$ cat src/rtl/oc2_mem_pkg.sv
// Shared types and defaults for the instruction/data RAM arbiter.
package oc2_mem_pkg;

    localparam int DEF_ADDR_W = 7;
    localparam int DEF_DATA_W = 32;

    typedef enum logic [1:0] {
        ST_IDLE   = 2'd0,
        ST_ACCESS = 2'd1,
        ST_RESP   = 2'd2
    } arb_state_t;

    // Doubles as the bit index of each port in a one-hot grant vector.
    typedef enum logic {
        PORT_IF  = 1'b0,
        PORT_MEM = 1'b1
    } port_t;

endpackage

$ cat src/rtl/mem_arb_pick.sv
// Combinational winner selection between fetch and memory-stage requests.
// i_if_pri carries either the starvation flag or "memory won last" from the top.
module mem_arb_pick
    import oc2_mem_pkg::*;
(
    input  logic       i_if_req,
    input  logic       i_mem_req,
    input  logic       i_if_pri,
    output logic [1:0] o_gnt
);

    always_comb begin
        o_gnt = '0;
        if (i_if_req && (i_if_pri || !i_mem_req)) begin
            o_gnt[PORT_IF] = 1'b1;
        end else if (i_mem_req) begin
            o_gnt[PORT_MEM] = 1'b1;
        end
    end

endmodule

$ cat src/rtl/mem_arbiter.sv
// Arbitrates the shared 128x32 RAM between fetch (if_) and memory-stage (mem_) ports.
// Define MEM_ARB_RR_EN for round-robin; otherwise fixed mem priority with fetch starvation guard.
//
// state  | meaning
// IDLE   | no access in flight, requests sampled every edge
// ACCESS | RAM pins driven with the captured request for WAIT_CYCLES cycles
// RESP   | winner's rvalid pulses; requests sampled for a back-to-back access
module mem_arbiter
    import oc2_mem_pkg::*;
#(
    parameter int ADDR_W       = DEF_ADDR_W,
    parameter int DATA_W       = DEF_DATA_W,
    parameter int WAIT_CYCLES  = 1,
    parameter int STARVE_LIMIT = 4
) (
    input  logic              clock,
    input  logic              reset,
    input  logic              if_req,
    input  logic [ADDR_W-1:0] if_addr,
    output logic              if_gnt,
    output logic              if_rvalid,
    output logic [DATA_W-1:0] if_rdata,
    input  logic              mem_req,
    input  logic              mem_we,
    input  logic [ADDR_W-1:0] mem_addr,
    input  logic [DATA_W-1:0] mem_wdata,
    output logic              mem_gnt,
    output logic              mem_rvalid,
    output logic [DATA_W-1:0] mem_rdata,
    output logic [ADDR_W-1:0] ram_addr,
    output logic [DATA_W-1:0] ram_wdata,
    output logic              ram_wre,
    input  logic [DATA_W-1:0] ram_rdata,
    output logic              busy
);

    arb_state_t        r_state;
    port_t             r_port;
    logic [3:0]        r_cnt;
    logic              r_if_gnt;
    logic              r_if_rvalid;
    logic [DATA_W-1:0] r_if_rdata;
    logic              r_mem_gnt;
    logic              r_mem_rvalid;
    logic [DATA_W-1:0] r_mem_rdata;
    logic [ADDR_W-1:0] r_ram_addr;
    logic [DATA_W-1:0] r_ram_wdata;
    logic              r_ram_wre;
    logic              r_busy;

    logic [1:0]        w_pick;
    logic              w_any;
    logic              w_if_pri;
    port_t             w_win;

`ifdef MEM_ARB_RR_EN
    port_t             r_last;
    assign w_if_pri = (r_last == PORT_MEM);
`else
    logic [3:0]        r_starve;
    assign w_if_pri = (r_starve == 4'(STARVE_LIMIT));
`endif

    assign w_any = if_req | mem_req;
    assign w_win = w_pick[PORT_MEM] ? PORT_MEM : PORT_IF;

    mem_arb_pick u_pick (
        .i_if_req  (if_req),
        .i_mem_req (mem_req),
        .i_if_pri  (w_if_pri),
        .o_gnt     (w_pick)
    );

    always_ff @(posedge clock) begin
        if (reset) begin
            r_state      <= ST_IDLE;
            r_port       <= PORT_IF;
            r_cnt        <= '0;
            r_if_gnt     <= 1'b0;
            r_if_rvalid  <= 1'b0;
            r_if_rdata   <= '0;
            r_mem_gnt    <= 1'b0;
            r_mem_rvalid <= 1'b0;
            r_mem_rdata  <= '0;
            r_ram_addr   <= '0;
            r_ram_wdata  <= '0;
            r_ram_wre    <= 1'b0;
            r_busy       <= 1'b0;
`ifdef MEM_ARB_RR_EN
            r_last       <= PORT_IF;
`else
            r_starve     <= '0;
`endif
        end else begin
            r_if_gnt     <= 1'b0;
            r_mem_gnt    <= 1'b0;
            r_if_rvalid  <= 1'b0;
            r_mem_rvalid <= 1'b0;
            unique case (r_state)
                ST_IDLE, ST_RESP: begin
                    if (w_any) begin
                        r_state <= ST_ACCESS;
                        r_cnt   <= 4'(WAIT_CYCLES - 1);
                        r_port  <= w_win;
                        r_busy  <= 1'b1;
                        if (w_win == PORT_MEM) begin
                            r_mem_gnt   <= 1'b1;
                            r_ram_addr  <= mem_addr;
                            r_ram_wdata <= mem_wdata;
                            r_ram_wre   <= mem_we;
                        end else begin
                            r_if_gnt    <= 1'b1;
                            r_ram_addr  <= if_addr;
                            r_ram_wdata <= '0;
                            r_ram_wre   <= 1'b0;
                        end
`ifdef MEM_ARB_RR_EN
                        r_last <= w_win;
`else
                        if (if_req) begin
                            if (w_win == PORT_IF) begin
                                r_starve <= '0;
                            end else if (r_starve != 4'hF) begin
                                r_starve <= r_starve + 4'd1;
                            end
                        end
`endif
                    end else begin
                        r_state   <= ST_IDLE;
                        r_busy    <= 1'b0;
                        r_ram_wre <= 1'b0;
                    end
                end
                ST_ACCESS: begin
                    if (r_cnt == 4'd0) begin
                        r_state   <= ST_RESP;
                        r_ram_wre <= 1'b0;
                        if (r_port == PORT_MEM) begin
                            r_mem_rvalid <= 1'b1;
                            // Writes leave the last read data visible.
                            if (!r_ram_wre) begin
                                r_mem_rdata <= ram_rdata;
                            end
                        end else begin
                            r_if_rvalid <= 1'b1;
                            r_if_rdata  <= ram_rdata;
                        end
                    end else begin
                        r_cnt <= r_cnt - 4'd1;
                    end
                end
                default: begin
                    r_state <= ST_IDLE;
                    r_busy  <= 1'b0;
                end
            endcase
        end
    end

    assign if_gnt     = r_if_gnt;
    assign if_rvalid  = r_if_rvalid;
    assign if_rdata   = r_if_rdata;
    assign mem_gnt    = r_mem_gnt;
    assign mem_rvalid = r_mem_rvalid;
    assign mem_rdata  = r_mem_rdata;
    assign ram_addr   = r_ram_addr;
    assign ram_wdata  = r_ram_wdata;
    assign ram_wre    = r_ram_wre;
    assign busy       = r_busy;

endmodule

$ cat config.mk
export PLATFORM = sky130hd
export DESIGN_NAME = mem_arbiter
export DESIGN_NICKNAME = d
export VERILOG_FILES = /design/src/rtl/oc2_mem_pkg.sv /design/src/rtl/mem_arb_pick.sv /design/src/rtl/mem_arbiter.sv
export SDC_FILE = /design/constraint.sdc
export NUM_CORES = 1
export LEC_CHECK = 0
export BUFFER_PORTS_ARGS = -buffer_cell sky130_fd_sc_hd__buf_2
export CORE_MARGIN = 10
export CORE_UTILIZATION = 25
export DETAILED_ROUTE_END_ITERATION = 10
export HOLD_SLACK_MARGIN = 0.02
export SETUP_SLACK_MARGIN = 0.15
export SYNTH_ARGS = -nofsm -noshare
export SYNTH_HDL_FRONTEND = slang
export SYNTH_SLANG_ARGS = --single-unit
$ cat constraint.sdc
create_clock -name clock -period 2.1 [get_ports clock]
set_input_delay 0.315 -clock clock [delete_from_list [all_inputs] [get_ports clock]]
set_output_delay 0.315 -clock clock [all_outputs]
set_load 0.01 [all_outputs]
# ---- Yosys cells after proc, flatten, opt, wreduce, memory -nomap -nowiden
# Index checks and enable logic that the tools add are counted.
dict set report word_totals {
  reg_bits 120
  latch_bits 0
  ram_bits 0
  mem_bits_ro 0
  input_bits 83
  output_inout_bits 109
  wordCells 69
  mem_count 0
}
dict set report op_classes {
  n_addsub 2
  multipliers 0
  div_mod_pow 0
  magnitude_cmp 0
  n_eq_ne 8
  shifts 0
  muxes 23
  bitwise_logic 7
  n_reduce_logical 15
}
# op n
set ops {}
lappend ops {{32-bit 2-to-1 mux} 1}
lappend ops {{4-bit 2-to-1 mux} 4}
lappend ops {{1-bit 2-to-1 mux} 12}
lappend ops {{4-bit one-hot mux with 2 select lines} 1}
lappend ops {{4-bit AND reduction} 2}
lappend ops {{7-bit 2-to-1 mux} 1}
lappend ops {{2-bit inequality test (second input constant)} 3}
lappend ops {{1-bit inverter} 6}
lappend ops {{3-bit AND reduction} 2}
lappend ops {{3-bit OR reduction} 2}
lappend ops {{4-bit by 1-bit adder with 4-bit output (second input constant)} 1}
lappend ops {{4-bit by 3-bit == test with 1-bit output (second input constant)} 1}
lappend ops {{4-bit logical NOT} 1}
lappend ops {{4-bit inequality test (second input constant)} 1}
lappend ops {{1-bit one-hot mux with 2 select lines} 2}
lappend ops {{2-bit one-hot mux with 2 select lines} 1}
lappend ops {{2-bit AND reduction} 2}
lappend ops {{4-bit by 1-bit subtractor with 4-bit output (second input constant)} 1}
lappend ops {{2-bit by 1-bit == test with 1-bit output (second input constant)} 1}
lappend ops {{2-bit == test (second input constant)} 1}
lappend ops {{2-bit logical NOT} 1}
lappend ops {{2-bit 2-to-1 mux} 1}
lappend ops {{2-bit by 1-bit inequality test with 1-bit output (second input constant)} 1}
lappend ops {{2-bit nonzero test} 1}
lappend ops {{other kinds (5)} 5}

# ---- Longest topological paths before layout
# Gate-level depths: netlist of run 1.
dict set report logic_depth {
  word_depth 8
  depth_mapped 8
  mapped_depth_nobuf 5
}

# ---- By module
# Synthesis of run 1 repeated with hierarchy kept, for this count alone.
dict set report hier_totals {
  hier_cells 444
  area_unflattened_um2 4601.9
}
# mod n_inst cells_each area_per_inst_um2
set modules_own_cells {}
lappend modules_own_cells {mem_arbiter 1 441 4583.1}
lappend modules_own_cells {mem_arb_pick 1 3 18.8}

# ---- Worst setup path before layout of run 1
# No wires, ideal clock.
dict set report synth_path {
  path_kind {register to register}
  startpoint {reg r_cnt[0]}
  endpoint {reg r_if_rdata[3] (netlist: if_rdata[3])}
  setup_time_ps 116
  t_arrival_ps 1816
  required_time_ps 1984
  setup_slack_ps 169
  stages_incl_launch_ff 9
  n_path_buf 3
  synth_period_minus_slack_ps 1931
  path_cell_list {dfxtp_1 inv_1 ha_1 or3b_1 buf_6 or3_1 buf_6 buf_6 a31o_1}
}
dict set report synth_via {
  elab_chain_cells 2
}
# element line_no
set synth_lines {}
lappend synth_lines {{from (decl)} mem_arbiter.sv:39} ;# logic [3:0] r_cnt;
lappend synth_lines {{from (signal assigned)} mem_arbiter.sv:103} ;# r_cnt <= 4'(WAIT_CYCLES - 1);
lappend synth_lines {{from (signal assigned)} mem_arbiter.sv:149} ;# r_cnt <= r_cnt - 4'd1;
lappend synth_lines {{4-bit logical NOT} mem_arbiter.sv:135} ;# if (r_cnt == 4'd0) begin
lappend synth_lines {{3-bit AND reduction (no source line)} --}
lappend synth_lines {{to (signal assigned)} mem_arbiter.sv:146} ;# r_if_rdata <= ram_rdata;
lappend synth_lines {{to (decl)} mem_arbiter.sv:42} ;# logic [DATA_W-1:0] r_if_rdata;
# Every way passes these cells.
# A chain may end at the register's enable or synchronous reset.

# ---- Worst setup path in the final report of run 1
dict set report layout_path {
  startpoint {reg r_cnt[0]}
  endpoint {reg r_if_rdata[1] (netlist: if_rdata[1])}
}
# The elaborated chain is that of the path after synthesis.

==> impl_metrics.py, run 1 <==
metrics = {
    "cells_and_area": {
        "layout.nets": 723,
        "final_cell_area_um2": 6440,
        "area_growth_pct": 38.8,
        "antenna_cells": 0,
        "fillerInstances": 1856,
        "drive_gt1_share_pct": 38.5,
    },
    "clocking": {
        "tritoncts": "yes",
        "cts_root_buffer": "clkbuf_16",
        "clk_latency_ns": 0.41,
        "cts.reportedPaths.clkPinSlew_ns": 0.06,
        "htreeDepth": 4,
        "cts_buffers": 17,
        "clkSinkCount": 120,
        "clockBufferDepth": 2,
        "postCtsSetupBuffers": 0,
    },
    "synth": {
        "synthesis.area_um2": 4640,
        "synth-async-reset-ratio_pct": 0,
        "synthFlopType": "dfxtp_1",
        "synth.distinct_cells": 41,
        "synth_most_common_cell": "dfxtp_1",
        "synth_edf_count": 0,
        "synth_top_area_share_pct": 51.8,
        "synthCells": 455,
        "yosysWarningCount": 0,
        "avgSynthCellArea_um2": 10.2,
        "syn-num-nets": 541,
        "yosysTopAreaCell": "dfxtp_1",
        "ys_ff_latch": 120,
        "ys_seq_area_share_pct": 51.8,
        "synth.top_cells.by_count": "120 x dfxtp_1, 37 x nand2_1, 34 x nand2b_1, 33 x clkbuf_1, 33 x nor4_1",
        "synth_area_leaders": "dfxtp_1 52%, mux2i_1 6.9%, a22o_1 6.0%, a31o_1 5.5%, nand2b_1 4.6%",
    },
    "floorplanning": {
        "fp-row-count": 49,
        "core_area_um2": 18100,
        "io-pin-count": 192,
        "die-area_um2": 24400,
        "fp.dieW_um": 156,
        "start_util_pct": 25.7,
        "dieHeight_um": 156,
    },
    "sta": {
        "finalCriticalPeriod_ns": 1.87,
        "tns_ns": 0,
        "hold_viol": 0,
        "clock-skew-final_ns": 0.00935,
        "worstMarginPinSlew_ns": 0.365,
        "slew_headroom_pct": 75.1,
        "finalCritPeriodShare_pct": 88.8,
        "max_freq_mhz": 536,
        "setup_violations": 0,
        "rsz0062_at_grt": "no",
        "final_max_slew_viol_count": 0,
    },
    "critical_path": {
        "r2r_cells": 6,
        "arrival_ns": 2.16,
        "crit_fanout": 18,
        "required_ns": 2.40,
        "crit_type": "reg -> reg",
        "rrSetupSlack_ns": 0.23,
        "startpoint_type": "flop",
        "r2r-start": "r_cnt[0]",
        "r2r-end": "if_rdata[1]",
        "endpoint_kind": "flop",
    },
    "run_status": {
        "status": "finished clean",
    },
    "detailed_routing": {
        "drtIter0Drc": 246,
        "detail_route.vias_per_cell": 4.69,
        "num_vias": 4125,
        "drc": 0,
        "ant_nets": 0,
        "drt_first_pass_iters": 4,
        "routed_wl_um": 15000,
        "routedWlPerCell_um": 17.1,
    },
    "global_route": {
        "grt_pass1_vias": 4133,
        "grt_pass1_wl_um": 23000,
        "grt_usage_pct": 11.8,
        "grt_overflow_total": 0,
        "grt_max_degree": 54,
        "antenna_found_initial": 0,
    },
    "min_path": {
        "hold_end": "ram_wdata[14]",
        "hold_path.startpoint": "mem_wdata[14]",
        "min_path_type": "in -> reg",
        "min_path_cells": 2,
    },
    "placement": {
        "place_area_um2": 5820,
        "io_buffers": 191,
        "gp_congestion": 0.731,
        "dp_hpwl_um": 11000,
    },
    "power_and_ir_drop": {
        "vdd.ir_drop.worst_mv": 0.565,
        "cellLeakagePower_nw": 3.07,
        "powerDensity_nw_per_um2": 944,
    },
    "run": {
        "drv_cap": 0,
    },
}
-- registers in the layout, indices dropped and copies added (netlist names) --
register and count:
ram_wre 1, ram_addr 7, mem_rvalid 1, if_rdata 32, ram_wdata 32, if_gnt 1
if_rvalid 1, mem_rdata 32, r_port 1, r_state 2, r_cnt 4, busy 1
r_starve 4, mem_gnt 1
-- worst max-delay path, stage by stage, from the launching register on --
cell	delay, ns
dfxtp_1	0.31
inv_1	0.07
ha_1	0.17
or3b_4	0.40
or3_4	0.39
buf_6	0.17
a31o_2	0.24
-- metal layers --
| metal | up-vias | part of all wire, % | GRT usage [%] |
|---|---|---|---|
| li1 | 2038 | - | - |
| met1 | 1941 | 43 | 14.6 |
| met2 | 123 | 46 | 18.1 |
| met3 | 23 | 8.0 | 4.44 |
| met4 | 0 | 2.5 | 5.26 |
| met5 | - | 0 | 0 |
-- final cells by class --
class,count,area [um2],share of cell area (%)
tap,229,287,4.45
clock buffer,20,457,7.09
sequential,120,2400,37.3
multi-input combinational,282,2010,31.1
timing repair buffer,209,1140,17.7
inverter,7,26.3,0.408
clock inverter,12,124,1.92
-- timing repair --
| action | in CTS | in global routing |
|---|---|---|
| pin swaps | 0 | 1 |
| gates resized for setup | 1 | 8 |
| endpoints found under the setup margin | 5 | 8 |
| hold buffers | 0 | 0 |
-- cell usage in the layout (no fill, tap or decap), drive strengths merged, types with 2 or more instances in the layout --
cell	instances
a2111oi	2
a21oi	7
a22o	32
a31o	33
and2	2
and3	2
buf	209
bufinv	2
clkbuf	20
clkinv	7
dfxtp	120
ha	3
inv	9
mux2i	32
nand2	37
nand2b	34
nand3	18
nand4	8
nand4b	2
nor2	4
nor2b	2
nor3b	2
nor4	33
o211ai	8
o21ai	4
or3	2
or4	2
-- how the worst max path moves through the flow --
| stage | depth (start not counted) | to | slack [ns] | startpoint |
|---|---|---|---|---|
| 2_1_floorplan | 8 | if_rdata[3] | 0.17 | r_cnt[0] |
| 3_3_place_gp | 6 | mem_rdata[27] | 0.17 | r_cnt[0] |
| 3_5_place_dp | 6 | mem_rdata[16] | 0.14 | r_cnt[0] |
| 5_1_grt | 6 | if_rdata[1] | 0.16 | r_cnt[0] |
| 6_report | 6 | if_rdata[1] | 0.23 | r_cnt[0] |
| 4_1_cts | 7 | mem_rdata[1] | 0.16 | r_cnt[0] |
-- power breakdown --
| group | internal, mW | switching (mW) | leakage, nW |
|---|---|---|---|
| clock network | 1.80 | 1.06 | 0.290 |
| registers | 2.41 | 0.0748 | 0.979 |
| logic | 0.315 | 0.418 | 1.80 |
-- kinds of logic after synthesis --
kind of cell,share of synthesized area [%]
and+or+nand+nor,18.8
adders and majority gates,0.809
AOI/OAI and AO/OA,16.4
muxes,6.90
buffers and inverters,5.28
DFF,51.8
-- through the flow --
step                      total power [mW]  setup WS [ns]  instances  hold WS (ns)  util (%)
after floorplan                       2.93          0.169        455         0.441         -
after global placement                3.25          0.168        847         0.441      32.2
after detailed placement              3.25          0.145        847         0.449      32.2
after CTS                             6.16          0.163        879        0.0920      35.4
after global routing                  6.33          0.156        879         0.102      35.6
final                                 6.08          0.234        879         0.113      35.6
No activity file was read; power rests on OpenSTA's default activity.
==> run 2, diff against run 1 <==
--- a/config.mk
+++ b/config.mk
@@ -10,6 +10,7 @@
 export CORE_UTILIZATION = 25
 export DETAILED_ROUTE_END_ITERATION = 10
 export HOLD_SLACK_MARGIN = 0.02
+export RECOVER_POWER = 100
 export SETUP_SLACK_MARGIN = 0.15
 export SYNTH_ARGS = -nofsm -noshare
 export SYNTH_HDL_FRONTEND = slang
==> impl_metrics.py, run 2 (same netlist as run 1, synthesis figures left out) <==
metrics = {
    "critical_path": {
        "crit_fanout": 18,
        "startpoint_type": "flop",
        "worstPathCellList": "inv_1, ha_1, or3b_1, or3_1, buf_6, a31o_2",
        "arrival_ns": 2.20,
        "critical-path-slowest-cell": "or3_1",
        "critPathLaunch": "r_cnt[0]",
        "endpoint_kind": "flop",
        "crit_buf_inv": 2,
        "r2r-start": "r_cnt[0]",
        "rrSetupSlack_ns": 0.19,
        "required_ns": 2.40,
        "max_stage_delay_ns": 0.42,
        "crit_type": "reg -> reg",
        "cpLargestDelayFamily": "simple AND/OR/NAND/NOR gates",
    },
    "detailed_routing": {
        "met1_length_um": 6590,
        "wl_met3_um": 1160,
        "drc": 0,
        "num_vias": 4150,
        "drtIter0Drc": 239,
        "routed_wl_um": 15100,
        "detail_route.vias_per_cell": 4.72,
        "ant_nets": 0,
        "highest_layer": "met4",
        "routedWlPerCell_um": 17.1,
        "drt_first_pass_iters": 4,
        "met2_length_um": 6900,
    },
    "clocking": {
        "postCtsSetupBuffers": 0,
        "cts_root_buffer": "clkbuf_16",
        "clkSinkCount": 120,
        "cts_buffers": 17,
        "hold_buffers": 0,
        "tritoncts": "yes",
        "clk_latency_ns": 0.41,
        "clockBufferDepth": 2,
        "cts.reportedPaths.clkPinSlew_ns": 0.06,
        "htreeDepth": 4,
    },
    "global_route": {
        "grt_usage_pct": 11.8,
        "grt_overflow_total": 0,
        "grt_max_degree": 54,
        "grt_pass1_vias": 4133,
        "grt_pass1_wl_um": 23000,
        "antenna_found_initial": 0,
    },
    "sta": {
        "clock-skew-final_ns": 0.00926,
        "tns_ns": 0,
        "slew_headroom_pct": 64.9,
        "finalCritPeriodShare_pct": 90.8,
        "worstMarginPinSlew_ns": 0.526,
        "hold_viol": 0,
        "max_freq_mhz": 524,
        "rsz0062_at_grt": "no",
        "finalCriticalPeriod_ns": 1.91,
        "setup_violations": 0,
        "final_max_slew_viol_count": 0,
    },
    "min_path": {
        "min_path_type": "in -> reg",
        "hold_path.startpoint": "mem_wdata[14]",
    },
    "floorplanning": {
        "die-area_um2": 24400,
        "start_util_pct": 25.7,
        "fp.dieW_um": 156,
        "dieHeight_um": 156,
        "fp-row-count": 49,
        "io-pin-count": 192,
        "core_area_um2": 18100,
    },
    "placement": {
        "dp_hpwl_um": 11000,
        "gp_congestion": 0.731,
        "io_buffers": 191,
    },
    "cells_and_area": {
        "final_util_pct": 34.7,
        "antenna_cells": 0,
        "mostFrequentLayoutCells": "120 x dfxtp_1, 111 x clkbuf_1, 83 x buf_2",
        "area_growth_pct": 35.3,
        "layout.nets": 723,
        "drive_gt1_share_pct": 21.2,
        "mostFrequentLayoutCell": "dfxtp_1",
    },
    "run": {
        "drv_cap": 0,
    },
    "power_and_ir_drop": {
        "powerDensity_nw_per_um2": 962,
        "cellLeakagePower_nw": 2.61,
        "vdd.ir_drop.worst_mv": 0.565,
    },
    "run_status": {
        "status": "finished clean",
    },
}
run 2: per-layer routing:
metal / global-route usage, % / up-vias
met5: 0 / -
met4: 5.26 / 0
met3: 4.44 / 24
met2: 18.1 / 129
met1: 14.6 / 1957
li1: - / 2040
run 2: what timing repair did:
action	4_1_cts	5_1_grt
cloned	0	0
setup endpoints to repair	5	8
pin swaps	0	1
resized for setup	1	8
run 2: power by group:
part	internal (mW)	switching, mW	leakage [nW]
clock	1.80	1.06	0.290
sequential	2.41	0.0780	0.979
combinational	0.277	0.416	1.34
total	4.49	1.55	2.61
run 2: worst paths after layout:
kind | to | depth (start not counted)
worst min-delay path | ram_wdata[14] | 2
worst max register to register | if_rdata[1] | 6
worst max-delay path | if_rdata[1] | 6
worst min register to register | mem_rdata[5] | 2
run 2: area by class of cell:
cell class                 instances  area [um2]
fill                            1899       11800
inverter                           7        26.3
clock inverter                    12         124
clock buffer                      20         457
multi-input combinational        282        1990
sequential                       120        2400
timing repair buffer             209         995
tap                              229         287
run 2: stage by stage:
| step | setup slack (ns) | power [mW] | instance area [um2] | hold WS, ns | std cells |
|---|---|---|---|---|---|
| after floorplan | 0.169 | 2.93 | 4640 | 0.441 | 455 |
| after global placement | 0.168 | 3.25 | 5820 | 0.441 | 847 |
| after detailed placement | 0.145 | 3.25 | 5820 | 0.449 | 847 |
| after global routing | 0.103 | 6.30 | 6280 | 0.102 | 879 |
| after CTS | 0.163 | 6.16 | 6410 | 0.0920 | 879 |
| final | 0.193 | 6.04 | 6280 | 0.113 | 879 |
